[src/rtl/validador_senha_pkg.sv]
// Shared types and constants for the password validator: packed BCD password,
// the empty-slot marker, slot indices and the sequencer state encoding.
package validador_senha_pkg;

    typedef logic [19:0][3:0] senhaPac_t;

    localparam senhaPac_t SENHA_VAZIA = {20{4'hF}};

    localparam logic [2:0] SLOT_MASTER = 3'd0;
    localparam logic [2:0] SLOT_U1     = 3'd1;
    localparam logic [2:0] SLOT_U2     = 3'd2;
    localparam logic [2:0] SLOT_U3     = 3'd3;
    localparam logic [2:0] SLOT_U4     = 3'd4;

    typedef enum logic [1:0] {
        ST_IDLE   = 2'd0,
        ST_SCAN   = 2'd1,
        ST_RESULT = 2'd2,
        ST_BLOQ   = 2'd3
    } estado_t;

    function automatic logic senha_vazia(input senhaPac_t s);
        return (s == SENHA_VAZIA);
    endfunction

endpackage

[src/rtl/validador_senha_contador_bloqueio.sv]
// Lockout timer: loadable 8-bit down-counter advanced by the 1 s tick.
// Owns the remaining lockout time and the lockout-active flag.
module contador_bloqueio (
    input  logic       clk,
    input  logic       rst,
    input  logic       carga,
    input  logic [7:0] valor,
    input  logic       tick,
    output logic [7:0] contagem,
    output logic       ativo,
    output logic       zero,
    output logic       expira
);

    logic [7:0] contagem_q;
    logic [7:0] contagem_d;
    logic       ativo_q;
    logic       ativo_d;

    // Next count: load has priority; ticks only count while the lockout is active.
    always_comb begin
        contagem_d = contagem_q;
        ativo_d    = ativo_q;
        if (carga) begin
            contagem_d = valor;
            ativo_d    = 1'b1;
        end else if (tick && ativo_q && (contagem_q != 8'd0)) begin
            contagem_d = contagem_q - 8'd1;
            ativo_d    = (contagem_q != 8'd1);
        end else begin
            contagem_d = contagem_q;
            ativo_d    = ativo_q;
        end
    end

    // Counter state register.
    always_ff @(posedge clk or posedge rst) begin
        if (rst) begin
            contagem_q <= 8'd0;
            ativo_q    <= 1'b0;
        end else begin
            contagem_q <= contagem_d;
            ativo_q    <= ativo_d;
        end
    end

    assign contagem = contagem_q;
    assign ativo    = ativo_q;
    assign zero     = (contagem_q == 8'd0);
    assign expira   = tick & ativo_q & (contagem_q == 8'd1) & ~carga;

endmodule

[src/rtl/validador_senha.sv]
// Password validator: scans the master and four user slots one per cycle,
// counts consecutive failures and enforces a timed lockout.
module validador_senha
    import validador_senha_pkg::*;
#(
    parameter int N_TENTATIVAS = 5,
    parameter int T_BLOQUEIO   = 30
) (
    input  logic        clk,
    input  logic        rst,
    input  logic        start,
    input  logic [79:0] senha_in,
    input  logic        tick_1s,
    output logic [2:0]  slot_addr,
    input  logic [79:0] slot_data,
    output logic        busy,
    output logic        done,
    output logic        match,
    output logic        match_master,
    output logic [2:0]  match_idx,
    output logic        bloqueado,
    output logic [7:0]  tempo_restante,
    output logic [2:0]  tentativas
);

    localparam logic [2:0] LIMITE_TENT = 3'(N_TENTATIVAS);
    localparam logic [7:0] TEMPO_BLOQ  = 8'(T_BLOQUEIO);

    estado_t    estado_q, estado_d;
    senhaPac_t  senha_q, senha_d;
    logic [2:0] slot_addr_q, slot_addr_d;
    logic       busy_q, busy_d;
    logic       done_q, done_d;
    logic       match_q, match_d;
    logic       match_master_q, match_master_d;
    logic [2:0] match_idx_q, match_idx_d;
    logic [2:0] tentativas_q, tentativas_d;
    logic       real_q, real_d;

    logic       igual_s;
    logic [2:0] tent_inc_s;
    logic       carga_s;
    logic       expira_s;
    logic       zero_s;
    logic       ativo_s;
    logic [7:0] contagem_s;

    // Empty slots hold all-F and must never match, whatever was captured.
    assign igual_s    = (senhaPac_t'(slot_data) == senha_q) && !senha_vazia(senhaPac_t'(slot_data));
    assign tent_inc_s = (tentativas_q >= LIMITE_TENT) ? LIMITE_TENT : (tentativas_q + 3'd1);

    contador_bloqueio u_contador (
        .clk      (clk),
        .rst      (rst),
        .carga    (carga_s),
        .valor    (TEMPO_BLOQ),
        .tick     (tick_1s),
        .contagem (contagem_s),
        .ativo    (ativo_s),
        .zero     (zero_s),
        .expira   (expira_s)
    );

    // Sequencer next-state and registered-output computation.
    always_comb begin
        estado_d       = estado_q;
        senha_d        = senha_q;
        slot_addr_d    = slot_addr_q;
        busy_d         = busy_q;
        done_d         = 1'b0;
        match_d        = match_q;
        match_master_d = match_master_q;
        match_idx_d    = match_idx_q;
        tentativas_d   = tentativas_q;
        real_d         = real_q;
        carga_s        = 1'b0;
        case (estado_q)
            ST_IDLE: begin
                if (start) begin
                    senha_d        = senhaPac_t'(senha_in);
                    match_d        = 1'b0;
                    match_master_d = 1'b0;
                    match_idx_d    = SLOT_MASTER;
                    slot_addr_d    = SLOT_MASTER;
                    if (senha_vazia(senhaPac_t'(senha_in))) begin
                        estado_d = ST_RESULT;
                        busy_d   = 1'b0;
                        real_d   = 1'b0;
                    end else begin
                        estado_d = ST_SCAN;
                        busy_d   = 1'b1;
                        real_d   = 1'b1;
                    end
                end else begin
                    estado_d = ST_IDLE;
                end
            end
            ST_SCAN: begin
                if (igual_s) begin
                    match_d        = 1'b1;
                    match_idx_d    = slot_addr_q;
                    match_master_d = (slot_addr_q == SLOT_MASTER);
                    estado_d       = ST_RESULT;
                    busy_d         = 1'b0;
                    slot_addr_d    = SLOT_MASTER;
                end else if (slot_addr_q == SLOT_U4) begin
                    estado_d    = ST_RESULT;
                    busy_d      = 1'b0;
                    slot_addr_d = SLOT_MASTER;
                end else begin
                    slot_addr_d = slot_addr_q + 3'd1;
                end
            end
            ST_RESULT: begin
                done_d      = 1'b1;
                busy_d      = 1'b0;
                slot_addr_d = SLOT_MASTER;
                estado_d    = ST_IDLE;
                if (match_q) begin
                    tentativas_d = 3'd0;
                end else if (real_q) begin
                    tentativas_d = tent_inc_s;
                    if (tent_inc_s == LIMITE_TENT) begin
                        estado_d = ST_BLOQ;
                        carga_s  = 1'b1;
                    end else begin
                        estado_d = ST_IDLE;
                    end
                end else begin
                    tentativas_d = tentativas_q;
                end
            end
            ST_BLOQ: begin
                if (expira_s) begin
                    tentativas_d = 3'd0;
                    estado_d     = ST_IDLE;
                end else begin
                    estado_d = ST_BLOQ;
                end
            end
            default: begin
                estado_d    = ST_IDLE;
                busy_d      = 1'b0;
                slot_addr_d = SLOT_MASTER;
            end
        endcase
    end

    // Sequencer state and output registers.
    always_ff @(posedge clk or posedge rst) begin
        if (rst) begin
            estado_q       <= ST_IDLE;
            senha_q        <= SENHA_VAZIA;
            slot_addr_q    <= 3'd0;
            busy_q         <= 1'b0;
            done_q         <= 1'b0;
            match_q        <= 1'b0;
            match_master_q <= 1'b0;
            match_idx_q    <= 3'd0;
            tentativas_q   <= 3'd0;
            real_q         <= 1'b0;
        end else begin
            estado_q       <= estado_d;
            senha_q        <= senha_d;
            slot_addr_q    <= slot_addr_d;
            busy_q         <= busy_d;
            done_q         <= done_d;
            match_q        <= match_d;
            match_master_q <= match_master_d;
            match_idx_q    <= match_idx_d;
            tentativas_q   <= tentativas_d;
            real_q         <= real_d;
        end
    end

    assign slot_addr      = slot_addr_q;
    assign busy           = busy_q;
    assign done           = done_q;
    assign match          = match_q;
    assign match_master   = match_master_q;
    assign match_idx      = match_idx_q;
    assign tentativas     = tentativas_q;
    assign bloqueado      = ativo_s;
    assign tempo_restante = contagem_s;

endmodule

[config.mk]
export PLATFORM = sky130hd
export DESIGN_NAME = validador_senha
export DESIGN_NICKNAME = d
export VERILOG_FILES = /design/src/rtl/validador_senha_pkg.sv /design/src/rtl/validador_senha_contador_bloqueio.sv /design/src/rtl/validador_senha.sv
export SDC_FILE = /design/constraint.sdc
export NUM_CORES = 1
export LEC_CHECK = 0
export ABC_CLOCK_PERIOD_IN_PS = 6490
export CAP_MARGIN = 0
export CORE_MARGIN = 2
export CORE_UTILIZATION = 45
export DETAILED_ROUTE_END_ITERATION = 12
export PLACE_DENSITY = 0.78
export RECOVER_POWER = 50
export SYNTH_ARGS = -nofsm -noshare
export SYNTH_HDL_FRONTEND = slang
export SYNTH_SLANG_ARGS = --single-unit
[constraint.sdc]
create_clock -name clk -period 6.49 [get_ports clk]
set_input_delay 1.947 -clock clk [delete_from_list [all_inputs] [get_ports clk]]
set_output_delay 1.947 -clock clk [all_outputs]
set_load 0.03 [all_outputs]
==> results of run 1 <==
[final cells by class]
| cell class | count | share of cell area [%] |
|---|---|---|
| Multi-Input combinational cell | 350 | 35.9 |
| Sequential cell | 105 | 34.1 |
| Timing Repair Buffer | 186 | 23.2 |
| Clock buffer | 12 | 3.22 |
| Tap cell | 172 | 2.69 |
| Inverter | 14 | 0.673 |
| Clock inverter | 3 | 0.188 |
[synthesized netlist by cell type (2+ instances only)]
| master | instances |
|---|---|
| mux2_4 | 2 |
| o211ai_1 | 4 |
| clkbuf_1 | 10 |
| nand2b_1 | 5 |
| nand4_1 | 47 |
| o211ai_4 | 2 |
| nor2_1 | 12 |
| nor3_1 | 2 |
| nor2b_1 | 2 |
| nor4_1 | 31 |
| a31oi_1 | 2 |
| a21oi_1 | 3 |
| dfstp_2 | 80 |
| dfrtp_1 | 25 |
| inv_1 | 14 |
| o21ai_0 | 5 |
| xor2_1 | 82 |
| or4_4 | 2 |
| nand3_1 | 10 |
| mux2_2 | 82 |
| o21ai_1 | 2 |
| ha_1 | 10 |
| nand2_1 | 21 |
| xnor2_1 | 4 |
[per-layer routing]
metal	wire, um	part of all wire (%)	up-vias	global-route usage (%)
met1	6790	39	2289	31.3
met4	426	2.4	0	9.25
met5	0	0	-	0
li1	-	-	2121	-
met3	1030	5.9	26	5.03
met2	9210	53	176	46.9
[power groups by stage]
stage / Sequential [mW] / Combinational, mW / Clock [mW]
CTS: 1.41 / 1.24 / 0.526
floorplan: 1.42 / 0.743 / 0
global route: 1.45 / 1.32 / 0.550
detailed placement: 1.42 / 1.23 / 0
finish: 1.41 / 1.22 / 0.519
global placement: 1.40 / 1.20 / 0
[kinds of logic after synthesis]
logic type | share of synthesized area [%]
AO/OA/AOI/OAI | 3.68
XOR/XNOR | 13.2
adder cells (fa/ha/maj) | 2.19
buffers and inverters | 1.58
flip-flops | 47.7
multiplexers | 17.1
AND/OR/NAND/NOR | 14.6
[flip-flops by register name, summed over array words and instances (netlist names)]
| register | count |
|---|---|
| real_q | 1 |
| u_contador.ativo | 1 |
| match_idx | 3 |
| match | 1 |
| slot_addr | 3 |
| busy | 1 |
| senha_q | 80 |
| estado_q | 2 |
| done | 1 |
| match_master | 1 |
| tentativas | 3 |
| u_contador.contagem | 8 |
[through the flow]
| stage | worst slack, ns | hold WS [ns] | total power, mW |
|---|---|---|---|
| 4_1_cts | 2.48 | 0.535 | 3.17 |
| 6_report | 1.88 | 0.530 | 3.15 |
| 3_3_place_gp | 2.21 | 0.507 | 2.59 |
| 5_1_grt | 1.34 | 0.566 | 3.31 |
| 2_1_floorplan | 1.91 | 0.486 | 2.16 |
| 3_5_place_dp | 2.14 | 0.520 | 2.65 |
[worst max-delay path by stage]
stage,from,endpoint,slack [ns],depth (start not counted)
floorplan,rst,busy$_DFFE_PP0P_,1.91,1
global placement,slot_data[43],busy$_DFFE_PP0P_,2.21,8
detailed placement,slot_data[31],busy$_DFFE_PP0P_,2.14,8
CTS,slot_data[31],busy$_DFFE_PP0P_,2.48,8
global route,rst,senha_q[35]$_DFFE_PP1P_,1.34,3
finish,rst,senha_q[43]$_DFFE_PP1P_,1.88,3
[worst max-delay path: stages]
cell and delay [ns]:
dlygate4sd3_1 0.55, clkinvlp_2 1.49, clkbuf_2 1.02
==> flow_summary_export.csv, run 1 <==
group,metric,value,unit
outcome,status,"finished, violations left",
outcome,failed_checks,"max-capacitance violations, max-slew violations",
synth,ys.flop_type,"dfstp_2",
sta,hold_violations,0,
critical_path,rr_endpoint,"busy$_DFFE_PP0P_",
synth,syn_avg_cell_area,11.9,um2
critical_path,path_class,"input pin to async pin",
drt,drc,0,
critical_path,r2r_slack,3.97,ns
final_layout,final_cells,842,
sta,skew,0.00679,ns
floorplan,die_width,117,um
final_layout,postLayoutCellArea,8000,um2
placed_design,gp_congestion,0.908,
floorplan,io_pins,186,
power,peakVddDrop,0.166,mV
clock_network,cts_resized,0,
drt,wirelength,17500,um
clock_network,cts.reportedPaths.clkPinSlew,0.06,ns
final_layout,multi_input_area,2870,um2
clock_network,clk_path_buf_depth,2,
power,swShare,34.6,%
critical_path,cp_max_fo,63,
drt,dr_total_vias,4612,
power,p_leak,3.06,nW
power,pwr-share-seq,44.8,%
synth,ys_top_cells_by_area,"dfstp_2 37%, mux2_2 16%, xor2_1 13%",
sta,worst_slew_pin_slew,2.62,ns
final_layout,antenna_cells,0,
synth,syn_inst,479,
clock_network,root_buffer,"clkbuf_16",
placed_design,dp.cells,827,
clock_network,cts.htree.levels,3,
floorplan,core_region_area,12500,um2
placed_design,io_buffers,185,
global_route,antenna_found_initial,0,
critical_path,r2r_cells,7,
worst_hold_path,hp-class,"register to register",
synth,synth_top_area_share,36.8,%
sta,min_period_over_period,71.0,%
sta,maxSlewViolCount,64,
global_route,grt_max_degree,85,
power,powerDensity,395,nW/um2
synth,synth_edf_count,0,
drt,ant_nets,0,
synth,synth_area_leader_cell,"dfstp_2",
clock_network,cts_inserted_buffers,9,
floorplan,start_util,45.7,%
clock_network,cts_sinks,105,
drt,detail_route.wl_per_cell,20.7,um
synth,ys_async_sr_fraction,100,%
run,cap_violations,1,
placed_design,dp_hpwl,14300,um
final_layout,nFillCells,1042,
sta,post-route-min-period,4.61,ns
final_layout,final_cell_mix,"182 x clkdlybuf4s50_1, 82 x xor2_1, 82 x mux2_2",
drt,drtIter0Drc,285,
floorplan,die_area,13600,um2
drt,avgViaCountPerCell,5.48,
critical_path,cp-end-kind,"async pin",
synth,yosys_warnings,0,
synth,synth_seq_cells,105,
final_layout,finalCoreUtilization,63.9,%
global_route,grtUsageTotal,26.1,%
placed_design,place_area,7760,um2
sta,rsz0062_at_grt,"no",
final_layout,final_common_cell,"clkdlybuf4s50_1",
final_layout,seq_area,2730,um2
sta,fmax,0.217,GHz
power,p_comb_share,38.8,%
worst_hold_path,min_from,"match_idx[0]$_DFFE_PP0P_",
sta,slew_headroom,-75.6,%
power,p_sw,1.09,mW
drt,first_pass_iters,4,
floorplan,placementRows,41,
global_route,grt_pass1_vias,4844,
critical_path,setup.worst_path.start_class,"input pin",
critical_path,timing.rr.start,"senha_q[31]$_DFFE_PP1P_",
clock_network,insertion_delay,0.36,ns
sta,setup_tns,0,ns
floorplan,fp.dieH,117,um
critical_path,crit_arrival,5.07,ns
clock_network,cts_hold_buf,0,
sta,setup_viol,0,
final_layout,area_growth,39.9,%
final_layout,fin_nets,840,
clock_network,cts_tree,"done",
synth,netlist_area,5720,um2
synth,synthDistinctLibCells,44,
power,clkPwrFrac,16.5,%
power,p_int,2.06,mW
synth,seq_area_frac_synth,47.7,%
global_route,grt_overflow,0,
critical_path,required,6.95,ns
final_layout,layout-drive-gt1-share,27.5,%
synth,synth_nets,653,
global_route,grt_pass1_wl,26100,um
clock_network,post_cts_buffers,0,
worst_hold_path,hold_path_depth,2,
worst_hold_path,worstHoldEndpoint,"match_idx[0]$_DFFE_PP0P_",
Note: power is estimated with default switching activity, not from simulation.
==> run 2: changes to the inputs <==
--- a/config.mk
+++ b/config.mk
@@ -5,7 +5,7 @@
 export SDC_FILE = /design/constraint.sdc
 export NUM_CORES = 1
 export LEC_CHECK = 0
-export ABC_CLOCK_PERIOD_IN_PS = 6490
+export ABC_CLOCK_PERIOD_IN_PS = 4500
 export CAP_MARGIN = 0
 export CORE_MARGIN = 2
 export CORE_UTILIZATION = 45
==> constraint.sdc (replaced) <==
create_clock -name clk -period 4.5 [get_ports clk]
set_input_delay 1.35 -clock clk [delete_from_list [all_inputs] [get_ports clk]]
set_output_delay 1.35 -clock clk [all_outputs]
set_load 0.03 [all_outputs]
==> run 2 against run 1 <==
  * The run still ends with max-capacitance violations, max-slew violations left
  * Sequential power grew 45%
  * Count of clock-buffer cells in the layout shrank 2
  * Worst hold slack gained 0.014 ns
  * Critical path type is now input pin to register
  * Critical endpoint is now busy$_DFFE_PP0P_
  * Routed wire length grew 1.3%
==> flow_summary_export.csv, run 2 (synthesized netlist as in run 1, its figures left out) <==
group,metric,value,unit
outcome,status,"finished, violations left",
outcome,failed_checks,"max-capacitance violations, max-slew violations",
floorplan,die_area,13600,um2
power,powerDensity,576,nW/um2
sta,whs,0.545,ns
drt,first_pass_iters,5,
sta,skew,0.00395,ns
placed_design,dp_hpwl,14400,um
global_route,grt_pass1_wl,26400,um
critical_path,cp_max_fo,10,
drt,routed-wl-met3,1180,um
sta,rsz0062_at_grt,"no",
drt,detail_route.wl_per_cell,21.0,um
drt,route.met2.wl,9230,um
global_route,grt_max_degree,85,
clock_network,root_buffer,"clkbuf_16",
floorplan,io_pins,186,
drt,routedLengthMet1,6790,um
sta,fmax,0.289,GHz
final_layout,fin_nets,841,
critical_path,required,4.73,ns
placed_design,io_buffers,185,
sta,post-route-min-period,3.46,ns
floorplan,core_region_area,12500,um2
critical_path,r2r_slack,2.06,ns
clock_network,cts.htree.levels,3,
final_layout,regMostFlops,"senha_q",
sta,min_period_over_period,76.9,%
placed_design,dpl_worst_slack,0.765,ns
sta,setup_tns,0,ns
global_route,antenna_found_initial,0,
sta,maxSlewViolCount,77,
clock_network,cts_sinks,105,
final_layout,largest_reg_flops,80,
critical_path,r2r_cells,7,
final_layout,final_cells,844,
drt,drc,0,
drt,avgViaCountPerCell,5.54,
final_layout,final_common_cell,"clkdlybuf4s50_1",
final_layout,postLayoutCellArea,8040,um2
clock_network,post_cts_buffers,0,
sta,worst_slew_pin_slew,1.59,ns
critical_path,timing.rr.start,"tentativas[0]$_DFFE_PP0P_",
critical_path,crit_end,"busy$_DFFE_PP0P_",
critical_path,crit_arrival,3.69,ns
floorplan,fp.dieH,117,um
drt,drtIter0Drc,342,
global_route,grt_overflow,0,
critical_path,setup.worst_path.start_class,"input pin",
power,peakVddDrop,0.245,mV
critical_path,crit_chain,"clkdlybuf4s50_1 -> xor2_1 -> nor4_1 -> nand4_1 -> nor3_2 -> o211ai_4 -> a31oi_1 -> mux2_1",
run,cap_violations,1,
clock_network,cts_resized,0,
clock_network,insertion_delay,0.35,ns
sta,slew_headroom,-5.91,%
final_layout,finalCoreUtilization,64.2,%
clock_network,cts_tree,"done",
critical_path,max_stage_delay,0.51,ns
placed_design,dp.cells,828,
floorplan,placementRows,41,
clock_network,clk_path_buf_depth,2,
global_route,grtUsageTotal,26.5,%
power,power,4.63,mW
sta,setup_ws,1.04,ns
placed_design,gp_congestion,0.910,
clock_network,cts_inserted_buffers,9,
floorplan,start_util,45.7,%
critical_path,cp_slowest_cell,"nor4_1",
worst_hold_path,hp-class,"register to register",
drt,dr_total_vias,4675,
power,p_leak,3.08,nW
final_layout,area_growth,40.6,%
critical_path,critPathLaunch,"slot_data[43]",
drt,topRoutingLayerUsed,"met4",
drt,wirelength,17700,um
final_layout,layout-drive-gt1-share,28.0,%
critical_path,path_class,"input pin to register",
floorplan,die_width,117,um
critical_path,cp-end-kind,"register",
clock_network,cts_hold_buf,0,
drt,ant_nets,0,
final_layout,antenna_cells,0,
sta,setup_viol,0,
global_route,grt_pass1_vias,4834,
final_layout,final_cell_mix,"182 x clkdlybuf4s50_1, 82 x xor2_1, 82 x mux2_2",
placed_design,place_area,7770,um2
clock_network,cts.reportedPaths.clkPinSlew,0.07,ns
critical_path,rr_endpoint,"tentativas[0]$_DFFE_PP0P_",
sta,hold_violations,0,
==> run 2: worst min-delay path by stage <==
stage               cells after the start  slack, ns                  endpoint                      from
global placement                        1       0.51          busy$_DFFE_PP0P_          busy$_DFFE_PP0P_
finish                                  2       0.54  match_idx[0]$_DFFE_PP0P_  match_idx[0]$_DFFE_PP0P_
floorplan                               2       0.49        real_q$_DFFE_PP0P_        real_q$_DFFE_PP0P_
CTS                                     2       0.54  match_idx[0]$_DFFE_PP0P_  match_idx[0]$_DFFE_PP0P_
global route                            2       0.57  match_idx[0]$_DFFE_PP0P_  match_idx[0]$_DFFE_PP0P_
detailed placement                      2       0.53  match_idx[0]$_DFFE_PP0P_  match_idx[0]$_DFFE_PP0P_
==> run 2: power breakdown <==
| group | internal, mW | switching, mW |
|---|---|---|
| clock network | 0.449 | 0.356 |
| logic | 0.924 | 0.862 |
| registers | 1.66 | 0.379 |
| total | 3.03 | 1.60 |
==> run 2: layout make-up <==
class / instances / area, um2
fillers: 1034 / 4480
multi-input cells: 350 / 2880
clock inverters: 6 / 65.1
flip-flops and latches: 105 / 2730
well taps: 172 / 215
clock buffers: 10 / 239
inverters: 14 / 52.6
repair buffers: 187 / 1860
==> run 2: critical path: cells and delay by family <==
kind                   cells  cell delay (ns)
buffers and inverters      1             0.47
AND/OR/NAND/NOR            3             0.95
AO/OA/AOI/OAI              2             0.40
XOR/XNOR                   1             0.17
multiplexers               1             0.34
==> run 2: metal layers <==
layer | up-vias | global-route usage, %
li1 | 2133 | -
met1 | 2312 | 31.2
met2 | 204 | 47.5
met3 | 26 | 5.81
met4 | 0 | 9.41
met5 | - | 0
